[src/rtl/miller_frame_rx.sv]
// miller_frame_rx: hunts the Gen2 preamble in the decoded Miller bit stream,
// deserializes a fixed-length frame MSB-first, checks its CRC-16 residue and
// reports the frame with a one-cycle frame_valid pulse. A frame that stalls
// for TIMEOUT cycles between bits is aborted with a frame_err pulse.
//
// Input handshake: bit_in is a qualified sample only on cycles where
// bit_valid=1; there is no back-pressure, and strobes may arrive every cycle.
// frame_valid/frame_err are single-cycle pulses; frame_data/crc_ok hold
// until the next completed frame. busy is the registered FSM state
// (1 = COLLECT) and doubles as the state debug view.
module miller_frame_rx #(
    parameter int                 PRE_LEN    = 6,
    parameter logic [PRE_LEN-1:0] PREAMBLE   = 6'b010111,
    parameter int                 FRAME_BITS = 32,
    parameter int                 TIMEOUT    = 255
) (
    input  logic                  clk,
    input  logic                  rst,
    input  logic                  bit_in,
    input  logic                  bit_valid,
    output logic [FRAME_BITS-1:0] frame_data,
    output logic                  frame_valid,
    output logic                  crc_ok,
    output logic                  frame_err,
    output logic                  busy
);

    localparam int BW = $clog2(FRAME_BITS);
    localparam int GW = $clog2(TIMEOUT + 1);

    localparam logic [15:0]   CRC_INIT    = 16'hFFFF;
    localparam logic [15:0]   CRC_POLY    = 16'h1021;
    localparam logic [15:0]   CRC_RESIDUE = 16'h1D0F;
    localparam logic [BW-1:0] LAST_BIT    = BW'(FRAME_BITS - 1);
    localparam logic [GW-1:0] GAP_LIMIT   = GW'(TIMEOUT);

    typedef enum logic {
        HUNT    = 1'b0,
        COLLECT = 1'b1
    } state_t;

    state_t                  state_q, state_d;
    logic [PRE_LEN-1:0]      pre_sr_q, pre_sr_d;
    logic [BW-1:0]           bit_cnt_q, bit_cnt_d;
    logic [15:0]             crc_q, crc_d;
    logic [GW-1:0]           gap_cnt_q, gap_cnt_d;
    logic [FRAME_BITS-1:0]   shift_q, shift_d;
    logic [FRAME_BITS-1:0]   frame_data_q, frame_data_d;
    logic                    frame_valid_q, frame_valid_d;
    logic                    crc_ok_q, crc_ok_d;
    logic                    frame_err_q, frame_err_d;
    logic                    busy_q, busy_d;

    logic [PRE_LEN-1:0]      pre_shift;
    logic                    crc_fb;
    logic [15:0]             crc_upd;
    logic [FRAME_BITS-1:0]   shift_upd;
    logic [GW-1:0]           gap_inc;

    // Next-state and output logic; the match test looks at the already-shifted
    // preamble window so overlapping prefixes are found on the right bit.
    always_comb begin
        state_d       = state_q;
        pre_sr_d      = pre_sr_q;
        bit_cnt_d     = bit_cnt_q;
        crc_d         = crc_q;
        gap_cnt_d     = gap_cnt_q;
        shift_d       = shift_q;
        frame_data_d  = frame_data_q;
        crc_ok_d      = crc_ok_q;
        frame_valid_d = 1'b0;
        frame_err_d   = 1'b0;

        pre_shift = {pre_sr_q[PRE_LEN-2:0], bit_in};
        crc_fb    = crc_q[15] ^ bit_in;
        crc_upd   = {crc_q[14:0], 1'b0} ^ (crc_fb ? CRC_POLY : 16'h0000);
        shift_upd = {shift_q[FRAME_BITS-2:0], bit_in};
        gap_inc   = gap_cnt_q + 1'b1;

        unique case (state_q)
            HUNT: begin
                if (bit_valid) begin
                    pre_sr_d = pre_shift;
                    if (pre_shift == PREAMBLE) begin
                        state_d   = COLLECT;
                        pre_sr_d  = '0;
                        bit_cnt_d = '0;
                        crc_d     = CRC_INIT;
                        gap_cnt_d = '0;
                        shift_d   = '0;
                    end
                end
            end
            COLLECT: begin
                if (bit_valid) begin
                    // A bit on the would-be timeout cycle still counts.
                    shift_d   = shift_upd;
                    crc_d     = crc_upd;
                    bit_cnt_d = bit_cnt_q + 1'b1;
                    gap_cnt_d = '0;
                    if (bit_cnt_q == LAST_BIT) begin
                        frame_data_d  = shift_upd;
                        crc_ok_d      = (crc_upd == CRC_RESIDUE);
                        frame_valid_d = 1'b1;
                        state_d       = HUNT;
                        pre_sr_d      = '0;
                        bit_cnt_d     = '0;
                    end
                end else begin
                    gap_cnt_d = gap_inc;
                    if (gap_inc == GAP_LIMIT) begin
                        frame_err_d = 1'b1;
                        state_d     = HUNT;
                        pre_sr_d    = '0;
                    end
                end
            end
            default: state_d = HUNT;
        endcase

        busy_d = (state_d == COLLECT);
    end

    // State and output registers with synchronous reset.
    always_ff @(posedge clk) begin
        if (rst) begin
            state_q       <= HUNT;
            pre_sr_q      <= '0;
            bit_cnt_q     <= '0;
            crc_q         <= CRC_INIT;
            gap_cnt_q     <= '0;
            shift_q       <= '0;
            frame_data_q  <= '0;
            frame_valid_q <= 1'b0;
            crc_ok_q      <= 1'b0;
            frame_err_q   <= 1'b0;
            busy_q        <= 1'b0;
        end else begin
            state_q       <= state_d;
            pre_sr_q      <= pre_sr_d;
            bit_cnt_q     <= bit_cnt_d;
            crc_q         <= crc_d;
            gap_cnt_q     <= gap_cnt_d;
            shift_q       <= shift_d;
            frame_data_q  <= frame_data_d;
            frame_valid_q <= frame_valid_d;
            crc_ok_q      <= crc_ok_d;
            frame_err_q   <= frame_err_d;
            busy_q        <= busy_d;
        end
    end

    assign frame_data  = frame_data_q;
    assign frame_valid = frame_valid_q;
    assign crc_ok      = crc_ok_q;
    assign frame_err   = frame_err_q;
    assign busy        = busy_q;

endmodule

[config.mk]
export PLATFORM = sky130hd
export DESIGN_NAME = miller_frame_rx
export DESIGN_NICKNAME = d
export VERILOG_FILES = /design/src/rtl/miller_frame_rx.sv
export SDC_FILE = /design/constraint.sdc
export NUM_CORES = 1
export LEC_CHECK = 0
export ABC_CLOCK_PERIOD_IN_PS = 1900
export CAP_MARGIN = 25
export CORE_UTILIZATION = 50
export CTS_BUF_LIST = sky130_fd_sc_hd__clkbuf_4 sky130_fd_sc_hd__clkbuf_8 sky130_fd_sc_hd__clkbuf_16
export DETAILED_ROUTE_END_ITERATION = 10
export GPL_TIMING_DRIVEN = 0
export PLACE_DENSITY_LB_ADDON = 0.2
export REMOVE_ABC_BUFFERS = 1
export SLEW_MARGIN = 10
export SYNTH_ARGS = -nofsm -noshare
export SYNTH_HDL_FRONTEND = slang
export SYNTH_SLANG_ARGS = --single-unit
[constraint.sdc]
create_clock -name clk -period 1.9 [get_ports clk]
set_clock_uncertainty 0.1 [all_clocks]
set_input_delay 0.19 -clock clk [delete_from_list [all_inputs] [get_ports clk]]
set_output_delay 0.19 -clock clk [all_outputs]
set_load 0.02 [all_outputs]
# == Word-level counts from Yosys, hierarchy flattened ==
# Index checks and enable logic that the tools add are counted.
# Widths: inputs -> output; s select.
# word_totals
out_inout_bits,36
inputBits,4
ff_bits,101
# op_classes
n_eq_ne,9
bitwise_logic,4
add_sub_neg,2
mux,32
reduce_logical,6
# ops
cell,count
$mux 31,3
$pmux 31 s2,1
$mux 16,3
$mux 5,9
$pmux 16 s2,1
$mux 8,3
$pmux 5 s2,2
$eq 16x13->1 const B,1
$pmux 8 s2,1
$xor 16x13->16,1
$mux 13,1
$reduce_and 3->1,3
$add 8x1->8 const B,1
$eq 8x8->1 const B,1
$mux 1,7
$eq 6x5->1 const B,1
$ne 2x2->1 const B,3
$ne 3x2->1 const B,2
$reduce_or 3->1,2
$add 5x1->5 const B,1
$eq 5x5->1 const B,1
$not 1->1,2
$pmux 1 s2,1
$reduce_and 2->1,1
$xor 1x1->1,1

# == Logic depth before layout (Yosys ltp) ==
# Gate-level depths: netlist of run 1.
# logic_depth
ltp_word,5
mapped_depth,8
depth_no_buf,6

# == Worst setup path before layout of run 1 ==
# No wires, ideal clock.
# synth_timing
kind,register to register
start,register gap_cnt_q[0]
end,register pre_sr_q[3]
n_path_buf,0
path_stages_with_launch,7
slack_ns,-0.130
arrival_ns,1.813
t_required_ns,1.683
path_cell_list,dfxtp_1 -> ha_1 -> nand3_2 -> or3_4 -> a2111oi_4 -> a221oi_2 -> a22o_1
# synth_between
elab_chain_len,4
# synth_rtl
item,line,rtl
from (decl),46,"logic [GW-1:0] gap_cnt_q, gap_cnt_d;"
from (signal assigned),143,gap_cnt_q <= gap_cnt_d;
$add 8x1->8,78,gap_inc = gap_cnt_q + 1'b1;
$eq 8x8->1,111,if (gap_inc == GAP_LIMIT) begin
$ne 3x2->1 (no source line),-,
$reduce_and 3->1 (no source line),-,
to (signal assigned),140,pre_sr_q <= pre_sr_d;
to (decl),43,"logic [PRE_LEN-1:0] pre_sr_q, pre_sr_d;"
# No other way between the ends.
# A chain may end at the register's enable or synchronous reset.

# == Worst setup path after layout of run 1 ==
# layout_timing
start,register gap_cnt_q[1]
end,register pre_sr_q[0]
# The elaborated chain is that of the path after synthesis.

==> metrics.txt, run 1 <==
Tcrit/Tclk final 102%; Storage cell area approximately 2000 um^2; number of buffers created by CTS 9; TNS Setup -180 ps; delay-heaviest family, CP compound AO/OA/AOI/OAI gates; Critical Path Source gap_cnt_q[1]$_SDFFE_PP0P_; Post-Syn Area per Cell around 9.1 um^2; DR WL/cell 14.0 um; Area Overhead vs Synth 22.7%; CP Launch Type flip-flop; nets 453; HP Class in2reg; relative slew slack between 40% and 50%; Synth Cell Area between 3000 and 4000 um^2; synth unique cells 38; Fillers 650; CP Data Required Time between 2000 and 2500 ps; Vias around 3000; first-pass GRT wire length ~13 mm; Pwr Density between 700 and 800 nW/um^2; status finished, violations left; CP cell instances ha_4 > nand3_4 > or3_4 > a2111oi_4 > a221oi_4 > a22o_1; initial core utilization around half; Worst-path clk slew 90 ps; Seq/Total Area, Yosys between 50% and 60%; # setup viols final 5; max incr delay on CP 410 ps; Synth Register Bits 101; area of the multi-input gates 1650 um^2; Slowest cell on crit path a2111oi_4; CTS sink count around 100; Std-Cell Rows 31; crit path kind reg2reg; antenna violations before repair 0; Final Max Slew Viols 0; I/O pin cnt 40; P_leak 0.00152 uW; vias in the first global route 2694; Synth Instances 410; worst hold start bit_in; final worst path period need 1940 ps; Critical R2R Launch gap_cnt_q[1]$_SDFFE_PP0P_; Total GRT Usage a little over a fifth; Cells after DPL about 520; worst endpoint data arrival time 2090 ps; Final WS setup -43.2 ps; CTS H-tree depth 3; Root Driver clkbuf_8; Achievable Freq just over 0.5 GHz; Synthesis Warnings 0; Die Footprint between 7000 and 8000 um^2; layout cell share with drive strength beyond 1 between 10% and 20%; Post-DP HPWL around 4.6 mm; vias per cell 5.48; drt first pass iters 4; clk_lat worst skew 350 ps; RePlAce Congestion between 0.7 and 0.8; DP Worst Slack -1180 ps; violated checks negative setup slack; I/O Buffers 39; Initial DRC Count about 170; CP Capture Type flip-flop; final hold vios 0; RSZ-0062 raised after global routing true; ANT cells 0; WL final approximately 7.7 mm; Buf/Inv on CP 0; largest net degree at the start of global routing 85; final cell count without fillers roughly 550; CTS tree yes; antenna viol nets, final 0; clk buf depth 2; core area 7210 um^2; largest fanout on the critical path 5; GRT overflow 0; Least-Margin Pin Slew 863 ps; Die Ht 88.2 um; DRC 0; number of max-cap violations 0; die extent in x ~88 um; Peak VDD IR 0.444 mV
==> cell usage after synthesis <==
cell type | n | share of area (%)
nand4b_1 | 2 | 0.47
o311a_1 | 1 | 0.27
a2111oi_4 | 1 | 0.74
nor4_1 | 2 | 0.34
nand3_2 | 1 | 0.27
nor3b_2 | 1 | 0.34
nand2_1 | 73 | 7.4
a311oi_1 | 1 | 0.24
xnor2_1 | 4 | 0.94
o21ai_0 | 3 | 0.40
buf_1 | 3 | 0.30
and3_1 | 2 | 0.34
nand4bb_1 | 1 | 0.30
a221o_1 | 15 | 4.0
nand2b_1 | 2 | 0.34
nor2_1 | 53 | 5.4
o22ai_1 | 1 | 0.17
a31oi_1 | 2 | 0.34
a221oi_2 | 1 | 0.40
nand4_1 | 3 | 0.51
a31o_2 | 1 | 0.24
or3_4 | 1 | 0.30
o21a_1 | 1 | 0.20
buf_2 | 6 | 0.81
a2111oi_0 | 1 | 0.24
o21ai_1 | 2 | 0.27
a21oi_1 | 45 | 6.1
xor2_1 | 3 | 0.71
ha_1 | 4 | 1.3
a22oi_1 | 33 | 6.7
nor2b_1 | 1 | 0.17
and3b_1 | 1 | 0.24
inv_1 | 4 | 0.40
a22o_1 | 5 | 1.2
nand3_1 | 4 | 0.54
clkbuf_1 | 21 | 2.1
dfxtp_1 | 101 | 54
nor3_1 | 4 | 0.54
==> flip-flops by register name, indices dropped and copies added (netlist names) <==
register     count
pre_sr_q         5
crc_q           16
frame_data      32
gap_cnt_q        8
shift_q         31
crc_ok           1
busy             1
frame_err        1
frame_valid      1
bit_cnt_q        5
==> per-layer routing <==
layer | up-vias | part of all wire [%] | global-route usage (%)
met4 | 0 | 1.4 | 7.77
li1 | 1513 | - | -
met2 | 52 | 47 | 33.8
met5 | - | 0 | 0
met3 | 9 | 2.9 | 4.34
met1 | 1435 | 48 | 27.3
==> stage by stage <==
stage | instance area, um^2 | util [%] | power, uW | hold WS, ps
3_3_place_gp | 4110 | 56.9 | 2230 | 342
4_1_cts | 4520 | 62.7 | 3470 | 244
2_1_floorplan | 3590 | - | 2190 | 159
6_report | 4560 | 63.1 | 3440 | 263
3_5_place_dp | 4210 | 58.4 | 2230 | 346
5_1_grt | 4560 | 63.1 | 3590 | 274
==> power by group <==
part           switching (uW)  internal [uW]  total, uW
registers                1.94           2110       2120
logic                    49.2           13.8       63.0
clock network             714            550       1260
==> cells in the final DEF (no fill, tap or decap), types with 3 or more instances in the layout <==
cell type / instances
clkbuf_8: 10
a221o_1: 15
dfxtp_2: 4
a22o_1: 5
a21oi_1: 44
dfxtp_1: 95
buf_4: 11
clkdlybuf4s50_1: 36
o21ai_0: 3
nor2_1: 52
a22oi_1: 33
nand4_1: 3
xnor2_1: 4
xor2_1: 3
nand3_1: 4
nand2_1: 72
inv_1: 4
nor3_1: 4
==> worst reg2reg max path, delay by kind of cell (launching register included) <==
family / cells / cell delay (ps)
flip-flops: 1 / 370
AO/OA/AOI/OAI: 3 / 790
AND/OR/NAND/NOR: 2 / 430
adder cells (fa/ha/maj): 1 / 150
==> path summary, 6_finish.rpt <==
path                            slack, ps                     endpoint  depth (start not counted)
worst max-delay path                  -40     pre_sr_q[0]$_SDFFE_PP0P_                          6
worst min-delay path                  260   frame_data[0]$_SDFFE_PP0P_                          3
worst max register to register        -40     pre_sr_q[0]$_SDFFE_PP0P_                          6
worst min register to register        360  frame_data[17]$_SDFFE_PP0P_                          2
==> cell families after synthesis <==
family | synth area share (%)
xor gates and xnor gates | 1.65
AOI/OAI and AO/OA | 21.5
buffers and inverters | 3.64
and+or+nand+nor | 17.4
DFF | 54.5
adders and majority gates | 1.35
==> area by class of cell <==
| cell class | count | area share [%] |
|---|---|---|
| clock buffers | 12 | 3.35 |
| inverters | 4 | 0.330 |
| multi-input cells | 276 | 36.1 |
| flip-flops and latches | 101 | 44.7 |
| repair buffers | 53 | 12.1 |
| clock inverters | 4 | 0.714 |
| well taps | 99 | 2.72 |
==> what timing repair did <==
action                     in CTS  in global routing
pin swaps                      10                  2
resized for setup              17                  5
setup buffers                   8                  2
hold buffers                    0                  0
cloned                          1                  0
setup endpoints to repair      87                 42
Note: power is estimated with default switching activity, not from simulation.
==> inputs of run 2 (changes only) <==
--- a/config.mk
+++ b/config.mk
@@ -13,6 +13,7 @@
 export GPL_TIMING_DRIVEN = 0
 export PLACE_DENSITY_LB_ADDON = 0.2
 export REMOVE_ABC_BUFFERS = 1
+export SKIP_CTS_REPAIR_TIMING = 1
 export SLEW_MARGIN = 10
 export SYNTH_ARGS = -nofsm -noshare
 export SYNTH_HDL_FRONTEND = slang
==> run 2 against run 1 <==
  * The run still ends with negative setup slack left
  * Non-clock buffer count fell by 1
  * Global-route usage fell by 0.78 points
  * Wire length fell by 1.3%
  * Sequential share of layout area fell by 0.12 points
  * Clock-buffer cell count did not move
  * Register-to-register slack got worse by 20 ps
  * Combinational power rose by 2%
==> metrics.txt, run 2 (synthesis gave the netlist of run 1 again) <==
status finished, violations left; violated checks negative setup slack; relative slew slack between 40% and 50%; initial core utilization 51.5%; I/O pin cnt 40; Tcrit/Tclk final 103%; Area Overhead vs Synth 22.9%; RePlAce Congestion approximately 0.79; R2R depth 6; final worst path period need 1960 ps; fin util a little over three fifths; final cell count without fillers approximately 550; hold path endpoint frame_data[0]$_SDFFE_PP0P_; max incr delay on CP 410 ps; Die Footprint about 7800 um^2; GRT overflow 0; Worst-path clk slew approximately 90 ps; DR WL/cell between 10 and 15 um; hold slack 154 ps; Std-Cell Rows 31; TNS Setup -262 ps; I/O Buffers 39; WL final ~7.6 mm; CP Data Required Time 2050 ps; Critical R2R Launch gap_cnt_q[0]$_SDFFE_PP0P_; antenna viol nets, final 0; Vias just under 3000; commonest non-fill, non-tap cells in the layout 97 x dfxtp_1, 72 x nand2_1, 52 x nor2_1; delay-heaviest family, CP compound AO/OA/AOI/OAI gates; number of max-cap violations 0; Achievable Freq roughly 0.5 GHz; layout cell share with drive strength beyond 1 about 11%; Hold Path Stages 3; worst hold start bit_in; P_leak between 0.0015 and 0.002 uW; DRC 0; largest net degree at the start of global routing 85; Final Max Slew Viols 0; first-pass GRT wire length ~12 mm; crit path kind reg2reg; CP cell instances ha_4 > nand3_4 > or3_4 > a2111oi_4 > a221oi_4 > a22o_1; vias per cell ~5.4; drt first pass iters 4; Final WS setup -64.1 ps; Pwr Density approximately 750 nW/um^2; CTS sink count between 100 and 150; Worst R2R Setup Slack -60 ps; ANT cells 0; RR Endpoint pre_sr_q[4]$_SDFFE_PP0P_; CP Launch Type flip-flop; Buf/Inv on CP 0; commonest non-fill, non-tap cell in the layout dfxtp_1; core area just over 7000 um^2; CP Capture Type flip-flop; Slowest cell on crit path a2111oi_4; worst endpoint data arrival time around 2100 ps; Total GRT Usage between 20% and 30%; final hold vios 0; Die Ht 88.2 um; RSZ-0062 raised after global routing true; Peak VDD IR around 0.49 mV; antenna violations before repair 0; Cells after DPL ~520; Post-DP HPWL between 4 and 5 mm; vias in the first global route between 2000 and 3000; Root Driver clkbuf_8; die extent in x just under 90 um; Least-Margin Pin Slew between 800 and 900 ps; # setup viols final 5; clk_lat worst skew between 300 and 400 ps; number of buffers created by CTS 9; HP Class in2reg; CTS tree yes; nets 452; largest fanout on the critical path 5; clk buf depth 2; Initial DRC Count around 190; max FFs per register 32; CTS H-tree depth 3
-- run 2: cell count changes in the layout (fill, tap and decap cells not counted) --
cell            change
dlymetal6s2s_1      +2
o21ai_0             -1
o21ai_1             +1
dfxtp_2             -2
buf_4               -2
dfxtp_1             +2
buf_6               +1
dlygate4sd2_1       -2
a22oi_1             -1
a22oi_2             +1
-- run 2: stage by stage --
| stage | power [uW] | area (um^2) | setup WS (ps) |
|---|---|---|---|
| 2_1_floorplan | 2190 | 3590 | -1770 |
| 3_3_place_gp | 2230 | 4110 | -3710 |
| 3_5_place_dp | 2230 | 4210 | -1180 |
| 4_1_cts | 3470 | 4400 | -836 |
| 5_1_grt | 3580 | 4560 | -156 |
| 6_report | 3440 | 4560 | -64.1 |
-- run 2: power breakdown --
part | switching [uW] | internal, uW
registers | 1.93 | 2110
clock network | 709 | 549
logic | 49.0 | 15.1
total | 760 | 2680
-- run 2: final cells by class --
cell class / count / area (um^2)
tap: 99 / 124
inverter: 4 / 15.0
multi-input combinational: 276 / 1650
clock buffer: 12 / 153
clock inverter: 4 / 32.5
timing repair buffer: 52 / 554
sequential: 101 / 2030
fill: 641 / 2650
-- run 2: how the worst max path moves through the flow --
stage	startpoint	end	slack [ps]	cells after the start
finish	gap_cnt_q[0]$_SDFFE_PP0P_	pre_sr_q[4]$_SDFFE_PP0P_	-60	6
global route	gap_cnt_q[0]$_SDFFE_PP0P_	pre_sr_q[1]$_SDFFE_PP0P_	-160	6
CTS	bit_valid	frame_data[5]$_SDFFE_PP0P_	-840	7
detailed placement	bit_valid	frame_data[8]$_SDFFE_PP0P_	-1180	7
global placement	bit_valid	frame_data[8]$_SDFFE_PP0P_	-3710	6
floorplan	busy$_SDFF_PP0_	crc_ok$_SDFFE_PP0P_	-1770	5
-- run 2: layer usage --
layer / part of all wire [%] / track usage, %
met1: 48 / 26.4
met2: 47 / 32.2
met3: 3.6 / 4.34
met4: 1.3 / 7.77
met5: 0 / 0
-- run 2: worst min-delay path, stage by stage --
cell            delay (ps)
dlymetal6s2s_1         220
nand2_1                100
a21oi_1                 50
